`src/rtl/prco_fetch_if.sv`:
```
// ============================================================================
//  Module      : prco_fetch_if
//  Description : Fetch-unit bundle: enable/stall/redirect control, local
//                memory fetch port and decode-side instruction handshake.
//  Revision    : 1.0 - initial release
// ============================================================================
`default_nettype none

interface prco_fetch_if;
  logic        i_en;
  logic        i_stall;
  logic        i_branch;
  logic [15:0] i_branch_addr;
  logic        q_ce_fetch;
  logic [15:0] q_fetch_addr;
  logic        i_mem_ack;
  logic [15:0] i_mem_data;
  logic [15:0] q_instr;
  logic [15:0] q_pc;
  logic        q_valid;
  logic        i_dec_ready;
  logic        q_err;
  logic [15:0] q_fetch_count;

  modport master (
    input  i_en, i_stall, i_branch, i_branch_addr,
    input  i_mem_ack, i_mem_data, i_dec_ready,
    output q_ce_fetch, q_fetch_addr, q_instr, q_pc, q_valid, q_err, q_fetch_count
  );

  modport slave (
    output i_en, i_stall, i_branch, i_branch_addr,
    output i_mem_ack, i_mem_data, i_dec_ready,
    input  q_ce_fetch, q_fetch_addr, q_instr, q_pc, q_valid, q_err, q_fetch_count
  );
endinterface

`default_nettype wire

```
`src/rtl/prco_fetch.sv`:
```
// ============================================================================
//  Module      : prco_fetch
//  Description : Instruction fetch FSM: strobes local memory, captures the
//                returned word and holds it until decode accepts it.
//  Revision    : 1.0 - initial release
// ============================================================================
`default_nettype none

module prco_fetch #(
  parameter logic [15:0] P_RESET_PC    = 16'h0000,
  parameter logic [15:0] P_PC_MAX      = 16'h00FF,
  parameter int          P_ACK_TIMEOUT = 4
) (
  input  wire logic     i_clk,
  input  wire logic     i_reset,
  prco_fetch_if.master  bus
);

  localparam int C_TMO_W = (P_ACK_TIMEOUT > 2) ? $clog2(P_ACK_TIMEOUT) : 1;
  localparam logic [C_TMO_W-1:0] C_TMO_LAST = C_TMO_W'(P_ACK_TIMEOUT - 1);

  typedef enum logic [1:0] {
    ST_IDLE = 2'd0,
    ST_REQ  = 2'd1,
    ST_WAIT = 2'd2,
    ST_HOLD = 2'd3
  } state_t;

  state_t             r_state;
  logic [15:0]        r_pc;
  logic               r_kill;
  logic [C_TMO_W-1:0] r_tmo;
  logic               r_ce_fetch;
  logic [15:0]        r_fetch_addr;
  logic [15:0]        r_instr;
  logic [15:0]        r_instr_pc;
  logic               r_valid;
  logic               r_err;
  logic [15:0]        r_fetch_count;

  logic               w_go;
  logic [15:0]        w_target;
  logic [15:0]        w_pc_inc;

  assign w_go     = bus.i_en & ~bus.i_stall;
  // A redirect wins over the current PC wherever the next address is chosen.
  assign w_target = bus.i_branch ? bus.i_branch_addr : r_pc;
  assign w_pc_inc = (r_pc == P_PC_MAX) ? 16'h0000 : r_pc + 16'd1;

  always_ff @(posedge i_clk) begin
    if (!i_reset) begin
      r_state       <= ST_IDLE;
      r_pc          <= P_RESET_PC;
      r_kill        <= 1'b0;
      r_tmo         <= '0;
      r_ce_fetch    <= 1'b0;
      r_fetch_addr  <= P_RESET_PC;
      r_instr       <= 16'h0000;
      r_instr_pc    <= 16'h0000;
      r_valid       <= 1'b0;
      r_err         <= 1'b0;
      r_fetch_count <= 16'h0000;
    end else begin
      case (r_state)
        ST_IDLE: begin
          r_pc <= w_target;
          if (w_go) begin
            r_ce_fetch   <= 1'b1;
            r_fetch_addr <= w_target;
            r_state      <= ST_REQ;
          end
        end

        ST_REQ: begin
          // The strobe is already out; a redirect here must orphan its reply.
          r_ce_fetch <= 1'b0;
          r_tmo      <= '0;
          r_state    <= ST_WAIT;
          if (bus.i_branch) begin
            r_pc   <= bus.i_branch_addr;
            r_kill <= 1'b1;
          end
        end

        ST_WAIT: begin
          if (bus.i_mem_ack) begin
            if (r_kill || bus.i_branch) begin
              r_pc         <= w_target;
              r_kill       <= 1'b0;
              r_ce_fetch   <= 1'b1;
              r_fetch_addr <= w_target;
              r_state      <= ST_REQ;
            end else begin
              r_instr    <= bus.i_mem_data;
              r_instr_pc <= r_pc;
              r_valid    <= 1'b1;
              r_pc       <= w_pc_inc;
              r_state    <= ST_HOLD;
            end
          end else if (r_tmo == C_TMO_LAST) begin
            r_err   <= 1'b1;
            r_kill  <= 1'b0;
            r_pc    <= w_target;
            r_state <= ST_IDLE;
          end else begin
            r_tmo <= r_tmo + C_TMO_W'(1);
            if (bus.i_branch) begin
              r_pc   <= bus.i_branch_addr;
              r_kill <= 1'b1;
            end
          end
        end

        ST_HOLD: begin
          if (bus.i_branch || bus.i_dec_ready) begin
            r_valid <= 1'b0;
            r_pc    <= w_target;
            if (!bus.i_branch) begin
              r_fetch_count <= r_fetch_count + 16'd1;
            end
            if (w_go) begin
              r_ce_fetch   <= 1'b1;
              r_fetch_addr <= w_target;
              r_state      <= ST_REQ;
            end else begin
              r_state <= ST_IDLE;
            end
          end
        end

        default: r_state <= ST_IDLE;
      endcase
    end
  end

  assign bus.q_ce_fetch    = r_ce_fetch;
  assign bus.q_fetch_addr  = r_fetch_addr;
  assign bus.q_instr       = r_instr;
  assign bus.q_pc          = r_instr_pc;
  assign bus.q_valid       = r_valid;
  assign bus.q_err         = r_err;
  assign bus.q_fetch_count = r_fetch_count;

endmodule

`default_nettype wire
```
`src/flat_wrapper.sv`:
```
// flat-port wrapper written by rule: the top's interface ports become plain ports
module prco_fetch_flat 
#(
  parameter logic [15:0] P_RESET_PC    = 16'h0000,
  parameter logic [15:0] P_PC_MAX      = 16'h00FF,
  parameter int          P_ACK_TIMEOUT = 4
)
  (i_clk, i_reset, bus_i_en, bus_i_stall, bus_i_branch, bus_i_branch_addr, bus_i_mem_ack, bus_i_mem_data, bus_i_dec_ready, bus_q_ce_fetch, bus_q_fetch_addr, bus_q_instr, bus_q_pc, bus_q_valid, bus_q_err, bus_q_fetch_count);
  prco_fetch_if bus_i ();
  input  wire logic i_clk;
  input  wire logic i_reset;
  input wire logic [$bits(bus_i.i_en)-1:0] bus_i_en;
  input wire logic [$bits(bus_i.i_stall)-1:0] bus_i_stall;
  input wire logic [$bits(bus_i.i_branch)-1:0] bus_i_branch;
  input wire logic [$bits(bus_i.i_branch_addr)-1:0] bus_i_branch_addr;
  input wire logic [$bits(bus_i.i_mem_ack)-1:0] bus_i_mem_ack;
  input wire logic [$bits(bus_i.i_mem_data)-1:0] bus_i_mem_data;
  input wire logic [$bits(bus_i.i_dec_ready)-1:0] bus_i_dec_ready;
  output wire logic [$bits(bus_i.q_ce_fetch)-1:0] bus_q_ce_fetch;
  output wire logic [$bits(bus_i.q_fetch_addr)-1:0] bus_q_fetch_addr;
  output wire logic [$bits(bus_i.q_instr)-1:0] bus_q_instr;
  output wire logic [$bits(bus_i.q_pc)-1:0] bus_q_pc;
  output wire logic [$bits(bus_i.q_valid)-1:0] bus_q_valid;
  output wire logic [$bits(bus_i.q_err)-1:0] bus_q_err;
  output wire logic [$bits(bus_i.q_fetch_count)-1:0] bus_q_fetch_count;
  assign bus_i.i_en = bus_i_en;
  assign bus_i.i_stall = bus_i_stall;
  assign bus_i.i_branch = bus_i_branch;
  assign bus_i.i_branch_addr = bus_i_branch_addr;
  assign bus_i.i_mem_ack = bus_i_mem_ack;
  assign bus_i.i_mem_data = bus_i_mem_data;
  assign bus_i.i_dec_ready = bus_i_dec_ready;
  assign bus_q_ce_fetch = bus_i.q_ce_fetch;
  assign bus_q_fetch_addr = bus_i.q_fetch_addr;
  assign bus_q_instr = bus_i.q_instr;
  assign bus_q_pc = bus_i.q_pc;
  assign bus_q_valid = bus_i.q_valid;
  assign bus_q_err = bus_i.q_err;
  assign bus_q_fetch_count = bus_i.q_fetch_count;
  prco_fetch #(.P_RESET_PC(P_RESET_PC), .P_PC_MAX(P_PC_MAX), .P_ACK_TIMEOUT(P_ACK_TIMEOUT)) u_core (.i_clk(i_clk), .i_reset(i_reset), .bus(bus_i));
endmodule
```
`config.mk`:
```
export PLATFORM = sky130hd
export DESIGN_NAME = prco_fetch_flat
export DESIGN_NICKNAME = d
export VERILOG_FILES = /design/src/rtl/prco_fetch_if.sv /design/src/rtl/prco_fetch.sv /design/src/flat_wrapper.sv
export SDC_FILE = /design/constraint.sdc
export NUM_CORES = 1
export LEC_CHECK = 0
export ABC_AREA = 1
export CAP_MARGIN = 10
export CORE_ASPECT_RATIO = 1.1
export CORE_UTILIZATION = 40
export DETAILED_ROUTE_END_ITERATION = 7
export PLACE_DENSITY = 0.67
export SYNTH_ARGS = -nofsm -noshare
export SYNTH_HDL_FRONTEND = slang
export SYNTH_SLANG_ARGS = --single-unit
```
`constraint.sdc`:
```
create_clock -name i_clk -period 2.6 [get_ports i_clk]
set_clock_uncertainty 0.05 [all_clocks]
set_input_delay 0.52 -clock i_clk [delete_from_list [all_inputs] [get_ports i_clk]]
set_output_delay 0.52 -clock i_clk [all_outputs]
set_load 0.01 [all_outputs]
```
==> out/results.ini <==
[placement]
gp_congestion=0.935
io_buffers=105
detailed_place_hpwl_um=8200
preCtsSetupSlack_ns=0.307
numPlacedInstances=813

[floorplanning]
floorplan.die.width_um=99.4
fp.dieArea_um2=10900
dieHeight_um=109
row_count=38
area_inside_the_core_boundary_um2=9980
ioPinCount=106
start_util_pct=41.8

[worst_setup_path]
path_class=reg -> reg
crit_arrival_ns=2.20
timing.critical_path.fanout_max=20
critical_path_required_ns=2.81
worst_setup_path_end_kind=flop
startpoint_types=flop

[grt]
first_global_vias=3901
number_of_antenna_violations_at_the_first_check_in_global_routing=0
globalRouteMet2Util_pct=35.4
grt_util_overall_pct=21.7
grt_first_pass_wirelength_um=18500
global_route.usage.met1_pct=28.6
gr-total-overflow=0
grt_busiest_layer=met2
pin_count_of_the_biggest_net_entering_global_routing=51
globalRouteMet3Util_pct=3.01

[clock_tree]
ctsResizeCount=0
tritoncts.num_buffers=9
cts_max_level=3
number_of_hold_buffers_added_after_cts=0
cts-root-to-sink-buffers=2
cts_root_buffer=sky130_fd_sc_hd__clkbuf_8
clkLatencyLatePin_ns=0.36
tritoncts_clock_tree=built
numClockSinks=88
post-cts-setup-buffer-count=0
cts.clk_slew.worst_paths_ns=0.08

[routing]
drcViolationCount=0
detailedRoute.firstIterationViolations=246
ant_nets=0
first_pass_iters=5
route.vias.total=4218
finalWirelength_um=11300
routed_vias_inst=5.09
detail_route.wl_per_cell_um=13.6

[yosys]
synthesis.nets=655
post_synth_inst_count=608
postSynthAreaPerCell_um2=6.87
number_of_synthesis_warnings=0
ys_seq_elements=88
synth.distinct_cells=37
synth_seq_area_share_pct=42.2
netlist_area_um2=4180

[timing]
final_worst_path_period_share_pct=76.4
unrepaired_setup_endpoints_after_global_routing=no
finalWorstPathRequiredPeriod_ns=1.99
worst-slew-pin-transition_ns=0.725
layout_setup_ws_ns=0.614
worst_slew_margin_relative_to_its_limit_pct=51.6
final_max_slew_violation_count=0
total_setup_violations_reported_at_the_end_of_the_flow=0
setup_total_negative_slack_ns=0
hold_viol=0
clock.fmax_mhz=504

[pwr]
net-switching-power_w=0.00118
irDropWorstVdd_mv=0.488
totalPowerFinal_w=0.00362
combinationalPowerShare_pct=30.1
clkPwrFrac_pct=24.1
power.density_nw_per_um2=658
leakage_nw=2.09
sw_frac_of_total_pct=32.6
internal-power_w=0.00244
sequential_fraction_of_design_power_pct=45.8

[finish]
num_antenna_cells=0
fill_cell_count=982
layout-drive-gt1-share_pct=5.51
instances_no_fill=828
growth_of_design_area_from_synthesis_to_finish_pct=31.6
num-nets-final=751
multi_input_area_um2=2090
layout.area.seq_um2=1760

[run_status]
status=complete, no violations

[min_path]
min_path_type=reg -> reg

[flow_run]
drv.max_cap_violation_count=0

[flip-flops by register name, indices dropped and copies added, names as in the netlist, 2 cells and up]
| name | count |
|---|---|
| u_core.r_pc | 16 |
| u_core.bus.q_fetch_count | 16 |
| u_core.bus.q_fetch_addr | 16 |
| u_core.r_state | 2 |
| u_core.bus.q_pc | 16 |
| u_core.r_tmo | 2 |
| u_core.bus.q_instr | 16 |
[power groups by stage]
stage	registers, W	logic, W	clock network (W)
2_1_floorplan	0.00172	0.000585	0
3_3_place_gp	0.00168	0.00107	0
3_5_place_dp	0.00169	0.00109	0
4_1_cts	0.00166	0.00109	0.000903
5_1_grt	0.00168	0.00123	0.000958
6_report	0.00165	0.00109	0.000873
[final cells by class]
type	instances	share of cell area, %
Multi-Input combinational cell	443	38.1
Sequential cell	88	32.0
Timing Repair Buffer	114	20.7
Inverter	48	3.28
Clock buffer	13	2.89
Tap cell	120	2.73
Clock inverter	2	0.273
[synthesized netlist by cell type (all sizes together)]
master,instances,area share [%]
nor2,116,11
nand2,115,10
dfxtp,88,42
o21ai,80,9.6
a21oi,59,7.2
inv,48,4.3
nand3,23,3.1
nor3,17,2.4
clkbuf,16,1.4
buf,13,1.9
ha,8,2.4
nand4,5,0.75
o211ai,3,0.54
or2,3,0.45
a211oi,2,0.36
nand3b,2,0.36
a21boi,1,0.18
and2,1,0.15
and3,1,0.15
nor3b,1,0.18
o211a,1,0.24
o21a,1,0.18
o221ai,1,0.21
o22ai,1,0.15
o31a,1,0.21
xor2,1,0.21
[placed cells by master (no fill, tap or decap), types with 8 or more instances in the layout]
cell and instances:
sky130_fd_sc_hd__clkdlybuf4s50_1 104, sky130_fd_sc_hd__nand3_1 22, sky130_fd_sc_hd__dfxtp_1 88, sky130_fd_sc_hd__o21ai_0 69, sky130_fd_sc_hd__ha_1 8, sky130_fd_sc_hd__nand2_1 113
sky130_fd_sc_hd__o21ai_1 11, sky130_fd_sc_hd__a21oi_1 58, sky130_fd_sc_hd__clkbuf_8 11, sky130_fd_sc_hd__nor3_1 15, sky130_fd_sc_hd__inv_1 44, sky130_fd_sc_hd__nor2_1 113
[critical path, stage by stage, from the launching register on]
cell and delay, ns:
sky130_fd_sc_hd__dfxtp_1 0.38, sky130_fd_sc_hd__inv_1 0.11, sky130_fd_sc_hd__ha_1 0.25, sky130_fd_sc_hd__inv_1 0.17, sky130_fd_sc_hd__nor2_1 0.12, sky130_fd_sc_hd__nor3_4 0.22, sky130_fd_sc_hd__nand2_2 0.10, sky130_fd_sc_hd__inv_2 0.27
sky130_fd_sc_hd__nand2_1 0.10, sky130_fd_sc_hd__nand2_1 0.08, sky130_fd_sc_hd__nor2_1 0.04
[layer usage]
metal | vias to the layer above | part of all wire, %
met5 | - | 0
met2 | 134 | 45
met3 | 9 | 5.4
li1 | 2180 | -
met4 | 0 | 1.6
met1 | 1895 | 48
[logic make-up after synthesis]
kind of cell    Yosys count  share of synthesized area (%)
compound gates          150                           18.8
buf+inv                  77                           7.70
xor+xnor                  1                          0.210
fa+ha+maj                 8                           2.40
flops                    88                           42.2
simple gates            284                           28.7
[worst paths after layout]
kind | slack, ns | to | startpoint | cells past startpoint
setup / recovery | 0.61 | u_core.bus.q_fetch_addr[7] | u_core.r_state[0] | 10
hold / removal | 0.40 | u_core.bus.q_err | u_core.bus.q_err | 2
setup reg to reg | 0.61 | u_core.bus.q_fetch_addr[7] | u_core.r_state[0] | 10
hold reg to reg | 0.40 | u_core.bus.q_err | u_core.bus.q_err | 2
[through the flow]
step	area, um2	util [%]	hold WS [ns]
4_1_cts	5500	55.1	0.412
5_1_grt	5500	55.1	0.439
3_5_place_dp	5320	53.3	0.399
2_1_floorplan	4180	-	0.383
6_report	5500	55.1	0.405
3_3_place_gp	5320	53.3	0.397
Note: power is estimated with default switching activity, not from simulation.
